==> src/rtl/aes_round_ctrl.sv <==
// Unified AES-128/192/256 round sequencer for encrypt and decrypt.
// Optional abort input is enabled by defining AES_CTRL_ABORT_EN.
module aes_round_ctrl #(
    parameter int NR128 = 10,
    parameter int NR192 = 12,
    parameter int NR256 = 14,
    parameter int CNT_W = 4
) (
    input  logic             clk,
    input  logic             rst,
    input  logic             staenc,
    input  logic             stadec,
    input  logic [1:0]       keylen,
    input  logic             load_shift,
    input  logic             rcon_adv,
`ifdef AES_CTRL_ABORT_EN
    input  logic             abort,
`endif
    output logic             busy,
    output logic             done,
    output logic [CNT_W-1:0] rnd,
    output logic [3:0]       rconsel,
    output logic             rndkren,
    output logic             deckeywen,
    output logic [1:0]       keysel,
    output logic [1:0]       keyadsel,
    output logic             sboxinsel,
    output logic             mixsel,
    output logic             reginsel,
    output logic             dataregen,
    output logic             shiftsel
);

    typedef enum logic [2:0] {
        S_IDLE  = 3'd0,
        S_DKEY  = 3'd1,
        S_INIT  = 3'd2,
        S_ROUND = 3'd3,
        S_FINAL = 3'd4,
        S_DONE  = 3'd5
    } state_t;

    localparam logic [3:0]       RCON_MAX = 4'd9;
    localparam logic [CNT_W-1:0] CNT_ONE  = CNT_W'(1);
    localparam logic [CNT_W-1:0] CNT_ZERO = CNT_W'(0);

    state_t           r_state;
    state_t           w_state_seq;
    state_t           w_state_nxt;
    logic [CNT_W-1:0] r_rnd;
    logic [CNT_W-1:0] w_rnd_nxt;
    logic [CNT_W-1:0] r_nr;
    logic [CNT_W-1:0] w_nr_m1;
    logic [3:0]       r_rconsel;
    logic [3:0]       w_rconsel_nxt;
    logic             r_dec;
    logic             w_start;
    logic             w_abort_hit;
    logic             w_last_dkey;
    logic             w_busy;
    logic             w_done;
    logic             w_rndkren;
    logic             w_deckeywen;
    logic [1:0]       w_keysel;
    logic [1:0]       w_keyadsel;
    logic             w_sboxinsel;
    logic             w_mixsel;
    logic             w_reginsel;
    logic             w_data_wr;
    logic             w_shiftsel;

    function automatic logic [CNT_W-1:0] nr_of(input logic [1:0] kl);
        logic [CNT_W-1:0] nr;
        case (kl)
            2'd1:    nr = CNT_W'(NR192);
            2'd2:    nr = CNT_W'(NR256);
            default: nr = CNT_W'(NR128);
        endcase
        return nr;
    endfunction

    assign w_nr_m1     = r_nr - CNT_ONE;
    assign w_last_dkey = (r_rnd == w_nr_m1);
    assign w_start     = (r_state == S_IDLE) && (staenc || stadec);
`ifdef AES_CTRL_ABORT_EN
    assign w_abort_hit = abort && w_busy;
`else
    assign w_abort_hit = 1'b0;
`endif

    // Sequencing: next state, abort overrides any busy state
    always_comb begin
        w_state_seq = r_state;
        case (r_state)
            S_IDLE:  w_state_seq = w_start ? (staenc ? S_INIT : S_DKEY) : S_IDLE;
            S_DKEY:  w_state_seq = w_last_dkey ? S_INIT : S_DKEY;
            S_INIT:  w_state_seq = S_ROUND;
            S_ROUND: w_state_seq = (r_rnd == w_nr_m1) ? S_FINAL : S_ROUND;
            S_FINAL: w_state_seq = S_DONE;
            S_DONE:  w_state_seq = S_IDLE;
            default: w_state_seq = S_IDLE;
        endcase
        w_state_nxt = w_abort_hit ? S_IDLE : w_state_seq;
    end

    // Round counter: DKEY reuses it to count key-expansion steps
    always_comb begin
        w_rnd_nxt = r_rnd;
        if (w_start || w_abort_hit) begin
            w_rnd_nxt = CNT_ZERO;
        end else begin
            case (r_state)
                S_DKEY:  w_rnd_nxt = w_last_dkey ? CNT_ZERO : (r_rnd + CNT_ONE);
                S_INIT:  w_rnd_nxt = r_rnd + CNT_ONE;
                S_ROUND: w_rnd_nxt = r_rnd + CNT_ONE;
                S_DONE:  w_rnd_nxt = CNT_ZERO;
                default: w_rnd_nxt = r_rnd;
            endcase
        end
    end

    // Rcon index: walks up while expanding forward, back down in decrypt rounds
    always_comb begin
        w_rconsel_nxt = r_rconsel;
        if (w_start || w_abort_hit) begin
            w_rconsel_nxt = 4'd0;
        end else if (rcon_adv && w_rndkren) begin
            if (r_dec && ((r_state == S_ROUND) || (r_state == S_FINAL))) begin
                w_rconsel_nxt = (r_rconsel == 4'd0) ? 4'd0 : (r_rconsel - 4'd1);
            end else begin
                w_rconsel_nxt = (r_rconsel == RCON_MAX) ? RCON_MAX : (r_rconsel + 4'd1);
            end
        end else begin
            w_rconsel_nxt = r_rconsel;
        end
    end

    // Control state registers with synchronous reset
    always_ff @(posedge clk) begin
        if (rst) begin
            r_state   <= S_IDLE;
            r_rnd     <= CNT_ZERO;
            r_rconsel <= 4'd0;
            r_dec     <= 1'b0;
            r_nr      <= CNT_W'(NR128);
        end else begin
            r_state   <= w_state_nxt;
            r_rnd     <= w_rnd_nxt;
            r_rconsel <= w_rconsel_nxt;
            if (w_start) begin
                r_dec <= ~staenc;
                r_nr  <= nr_of(keylen);
            end else begin
                r_dec <= r_dec;
                r_nr  <= r_nr;
            end
        end
    end

    // Datapath and key-unit controls decoded from registered state only
    always_comb begin
        w_busy      = 1'b0;
        w_done      = 1'b0;
        w_rndkren   = 1'b0;
        w_deckeywen = 1'b0;
        w_keysel    = 2'd0;
        w_keyadsel  = 2'd3;
        w_sboxinsel = 1'b0;
        w_mixsel    = 1'b0;
        w_reginsel  = 1'b0;
        w_data_wr   = 1'b0;
        w_shiftsel  = 1'b0;
        case (r_state)
            S_IDLE: begin
                w_shiftsel = 1'b1;
            end
            S_DKEY: begin
                w_busy      = 1'b1;
                w_rndkren   = 1'b1;
                w_keysel    = (r_rnd == CNT_ZERO) ? 2'd0 : 2'd1;
                w_deckeywen = w_last_dkey;
            end
            S_INIT: begin
                w_busy     = 1'b1;
                w_reginsel = 1'b1;
                w_keysel   = r_dec ? 2'd3 : 2'd0;
                w_keyadsel = 2'd0;
                w_data_wr  = 1'b1;
            end
            S_ROUND: begin
                w_busy      = 1'b1;
                w_rndkren   = 1'b1;
                w_keysel    = r_dec ? 2'd2 : 2'd1;
                w_keyadsel  = 2'd1;
                w_sboxinsel = r_dec;
                w_mixsel    = r_dec;
                w_data_wr   = 1'b1;
            end
            S_FINAL: begin
                w_busy      = 1'b1;
                w_rndkren   = 1'b1;
                w_keysel    = r_dec ? 2'd2 : 2'd1;
                w_keyadsel  = 2'd2;
                w_sboxinsel = r_dec;
                w_mixsel    = r_dec;
                w_data_wr   = 1'b1;
            end
            S_DONE: begin
                w_done = 1'b1;
            end
            default: begin
                w_shiftsel = 1'b1;
            end
        endcase
    end

    assign busy      = w_busy;
    assign done      = w_done;
    assign rnd       = r_rnd;
    assign rconsel   = r_rconsel;
    assign rndkren   = w_rndkren;
    assign deckeywen = w_deckeywen;
    assign keysel    = w_keysel;
    assign keyadsel  = w_keyadsel;
    assign sboxinsel = w_sboxinsel;
    assign mixsel    = w_mixsel;
    assign reginsel  = w_reginsel;
    assign dataregen = w_data_wr | load_shift;
    assign shiftsel  = w_shiftsel;

endmodule

==> config.mk <==
export PLATFORM = sky130hd
export DESIGN_NAME = aes_round_ctrl
export DESIGN_NICKNAME = d
export VERILOG_FILES = /design/src/rtl/aes_round_ctrl.sv
export SDC_FILE = /design/constraint.sdc
export NUM_CORES = 1
export LEC_CHECK = 0
export BUFFER_PORTS_ARGS = -buffer_cell sky130_fd_sc_hd__buf_2
export CAP_MARGIN = 20
export CORE_MARGIN = 3
export CORE_UTILIZATION = 35
export DETAILED_ROUTE_END_ITERATION = 8
export PLACE_DENSITY = 0.56
export SETUP_SLACK_MARGIN = 0.4
export SLEW_MARGIN = 0
export SYNTH_ARGS = -nofsm -noshare
export SYNTH_HDL_FRONTEND = slang
export SYNTH_SLANG_ARGS = --single-unit
==> constraint.sdc <==
create_clock -name clk -period 2.6 [get_ports clk]
set_input_delay 0.52 -clock clk [delete_from_list [all_inputs] [get_ports clk]]
set_output_delay 0.52 -clock clk [all_outputs]
set_load 0.1 [all_outputs]
Yosys cells after proc, flatten, opt, wreduce, memory -nomap -nowiden
Index checks and enable logic that the tools add are counted.

Register bits after elaboration: 16. Input bits: 8. Output and inout port bits: 21. Word-level logic and storage cells: 60.

Add/subtract/negate cells: 4. Equal/unequal tests: 9. Multiplexer cells: 24. Bitwise operators: 2. Reduce and logical (&&, ||, !) cells: 16.

Operators with widths (count): 4-bit 2-to-1 mux (4); 3-bit case mux with 5 select lines (1); 2-bit case mux with 3 select lines (2); 4-bit case mux with 3 select lines (1); 2-bit 2-to-1 mux (5); 1-bit 2-to-1 mux (9); 4-bit by 1-bit adder with 4-bit output (second input constant) (2); 4-bit zero test (2); 4-bit by 1-bit subtractor with 4-bit output (second input constant) (2); 3-bit by 2-bit equality test with 1-bit output (second input constant) (2); 3-bit equality test (second input constant) (2); 3-bit case mux with 2 select lines (1); 2-bit OR reduction (3); 3-bit OR reduction (2); 5-bit OR reduction (1); 4-bit equality test (1); 4-bit equality test (second input constant) (1); 4-bit OR reduction (1); 3-bit by 1-bit equality test with 1-bit output (second input constant) (1); 1-bit logical AND (3); 3-bit zero test (1); 3-bit 2-to-1 mux (1); 3-bit nonzero test (1); 2-bit by 1-bit equality test with 1-bit output (second input constant) (1); 4 further kinds (5).

Logic depth before layout (Yosys ltp)
Depth in word-level cells: 4. Depth in mapped cells: 7. Depth with buffers taken out: 6.

Worst setup path after synthesis
OpenSTA, ideal clock, no wires.

Path type: register to output. From: reg r_rnd[1] (netlist: rnd[1]). To: out deckeywen. Arrival time: 3731 ps. Data required time: 2080 ps. Setup slack: -1651 ps. Cell stages (with the launch flop): 4. Buffers on the path: 0. Cell sequence: dfxtp_1 > xor2_1 > and4_1 > nor3b_1.

Cells in the longest elaborated chain, start to end: 2.

Ends and longest elaborated chain: start: declaration (RTL line 50) `logic [CNT_W-1:0] r_rnd;`; start signal: assignment (RTL line 148) `r_rnd <= w_rnd_nxt;`; 4-bit equality test (RTL line 83) `assign w_last_dkey = (r_rnd == w_nr_m1);`; 1-bit 2-to-1 mux (RTL line 173) `case (r_state)`; end: declaration (RTL line 24) `output logic deckeywen,`.

Every way passes these cells.

Worst setup path in the final report
From: reg r_nr[1]. To: out deckeywen.

Cells in the longest elaborated chain, start to end: 3.

Ends and longest elaborated chain: start: declaration (RTL line 52) `logic [CNT_W-1:0] r_nr;`; start signal: assignment (RTL line 145) `r_nr <= CNT_W'(NR128);`; start signal: assignment (RTL line 152) `r_nr <= nr_of(keylen);`; start signal: assignment (RTL line 155) `r_nr <= r_nr;`; 4-bit by 1-bit subtractor with 4-bit output (RTL line 82) `assign w_nr_m1 = r_nr - CNT_ONE;`; 4-bit equality test (RTL line 83); 1-bit 2-to-1 mux (RTL line 173).

Every way passes these cells.

==> impl_results.md <==
- Run status: complete, no violations
- Post-synthesis cell area: 1030 sq um
- Worst setup EP type: primary output
- CORE AREA: 2780 sq um
- Finished layout cell area: 1460 sq um
- Share of the synthesized area in the top cell type: 27.2%
- Antenna violations before repair: 0
- Post-route setup TNS: 0 ps
- Worst R2R Path Depth: 5
- Startpoint Class: flop
- Leakage: 0.593 nW
- Final hold viol count: 0
- Yosys cell types: 46
- Final Critical Period: 2270 ps
- R2R Path End: rconsel[2]
- Peak VDD IR: 346 uV
- Slew Viols, Final: 0
- CTS Sinks: 14
- Port bufs: 28
- DRT Wirelength: 2.56 mm
- ANT cells: 0
- YS warnings: 0
- Proportion of layout cells with a drive suffix above 1: 42.1%
- Worst Skew: 4.51 ps
- Die area: 3640 sq um
- WP data required: 2080 ps
- Final ANT Viol Nets: 0
- RePlAce Congestion: 0.723
- Remaining Overflow, GRT: 0
- Worst Path Class, Setup: reg -> out
- RSZ-0062 raised after global routing: yes
- Synth area leader: dfxtp_1
- Seq/Total Area, Yosys: 27.2%
- CTS Buffer Depth: 2
- Layout Nets: 173
- Pwr dens: 510 nW/um^2
- Final setup viols: 0
- Synth Area in Simple Gates: 21.1%
- Max-cap violations: 0
- Site Rows: 19
- HP Class: in -> reg
- DRC violations left: 0
- Vias per cell: 5.45
- Vias in the first global route: 894
- Initial core utilization: 37.1%
- Largest family of logic cells by synthesized area: compound AO/OA/AOI/OAI gates
- Die span in x: 60.3 um
- Post-Synth XOR/XNOR Area: 7.64%
- FILL cells: 271
- Hold_sp: staenc
- First-pass GRT wire length: 4.35 mm
- DRT iter0 DRCs: 23
- Highest-count cells in the layout ignoring fill and taps: 20 x buf_2, 11 x inv_1, 9 x a21oi_1, 9 x buf_4, 7 x dfxtp_4
- CTS tree: done
- Fmax achieved: 440 MHz
- FF+latch count, synth: 14
- Worst Path Arrival: 1750 ps
- Adder-cell share of the synthesized area: 6.06%
- I/O pins: 29
- Slew @ Worst Pin: 576 ps
- Placement Cell Area: 1280 sq um
- DP Wirelength: 1.84 mm
- Clk_lat worst skew: 280 ps
- Layout area overhead: 41.3%
- Hold Path Stages: 2
- Overall Power: 744 uW
- Crit Reg-Reg Startpoint: r_state[1]
- Max H-tree Level: 1
- Relative slew slack: 61.6%
- Commonest non-fill, non-tap cell in the layout: buf_2
- Chip Height: 60.3 um
- Mapped Cells: 127
- Compound-Gate Fraction of Synth Area: 27.4%
- TritonRoute pass-1 iters: 4
- GR Util All Layers: 15.4%
- Clock buffer count from CTS: 3
- Reg2Reg Setup Slack: 610 ps
- Clock-pin slew on the worst setup and hold paths: 90 ps
- DR WL/cell: 13.5 um
- Mean Syn Cell Area: 8.13 sq um
- Via count: 1,036
- Syn nets: 140
- CTS Root Cell: clkbuf_4
- Final period utilization: 87.5%
- Mux cell area share after synthesis: 2.91%
- Area contributors post-synth: dfxtp_1 27%, ha_1 6.1%, xor2_1 5.9%
- Largest net degree at the start of global routing: 18
- Hold endpoint: r_dec
- CP Max Fanout: 4
## flip-flops by register name, indices dropped and copies added, names as in the netlist
signal   cells
rnd          4
r_state      3
r_dec        1
r_nr         2
rconsel      4
## power by group
group	switching, mW	internal [mW]
clock network	0.0760	0.0852
logic	0.242	0.0852
registers	0.0304	0.225
total	0.348	0.395
## how the worst max path moves through the flow
stage          slack, ps     from   endpoint  cells past startpoint
2_1_floorplan        160  r_nr[1]  deckeywen                      5
3_3_place_gp         360  r_nr[1]  deckeywen                      6
3_5_place_dp         330  r_nr[1]  deckeywen                      6
4_1_cts              300  r_nr[1]  deckeywen                      6
5_1_grt              200  r_nr[1]  deckeywen                      6
6_report             330  r_nr[1]  deckeywen                      6
## cells in the mapped netlist (all sizes together)
master    n
dfxtp    14
inv      14
a21oi    10
o21ai     7
xor2      7
nor2      6
a211oi    5
ha        5
nand2     5
nor3      4
and3      3
buf       3
clkbuf    3
mux2i     3
nand3     3
o211ai    3
a2111oi   2
a21o      2
and4b     2
nor3b     2
or2       2
xnor2     2
a21boi    1
a31oi     1
a32o      1
a41oi     1
and2      1
and3b     1
and4      1
nand2b    1
nand3b    1
nor2b     1
nor4      1
nor4bb    1
o2111a    1
o21a      1
o22ai     1
o311ai    1
o31ai     1
o41ai     1
or3       1
or3b      1
## layout make-up
type | instances | area [sq um] | share of cell area [%]
Multi-Input combinational cell | 93 | 772 | 52.9
Sequential cell | 14 | 309 | 21.2
Timing Repair Buffer | 34 | 246 | 16.9
Inverter | 14 | 56.3 | 3.86
Tap cell | 31 | 38.8 | 2.66
Clock buffer | 4 | 36.3 | 2.49
## kinds of logic (layout without fill, tap and decap cells)
logic type / Yosys count / in the layout
compound gates: 39 / 39
simple gates: 37 / 37
buf+inv: 20 / 52
flops: 14 / 14
xor+xnor: 9 / 9
fa+ha+maj: 5 / 5
mux: 3 / 3
## critical path, cell delays in order (launching register included)
cell,delay (ps)
dfxtp_2,350
inv_2,40
ha_4,260
xor2_2,140
and4_4,260
nor3b_4,230
buf_12,200
## timing repair
action,in CTS,in global routing
hold buffers,0,0
setup buffers,2,3
pin swaps,4,1
endpoints found under the setup margin,10,7
resized for setup,27,3
## stage by stage
stage | hold WS, ps | cells | utilization (%) | setup WS [ps]
finish | 453 | 190 | 52.5 | 325
global route | 454 | 190 | 52.5 | 199
CTS | 451 | 187 | 51.2 | 300
detailed placement | 505 | 181 | 46.2 | 332
global placement | 498 | 181 | 46.2 | 358
floorplan | 473 | 127 | - | 160
## metal layers
metal	share of wire (%)	GRT usage [%]
met1	49	22.5
met3	5.3	2.59
met4	1.2	4.75
met5	0	0
met2	44	22.8
No activity file was read; power rests on OpenSTA's default activity.
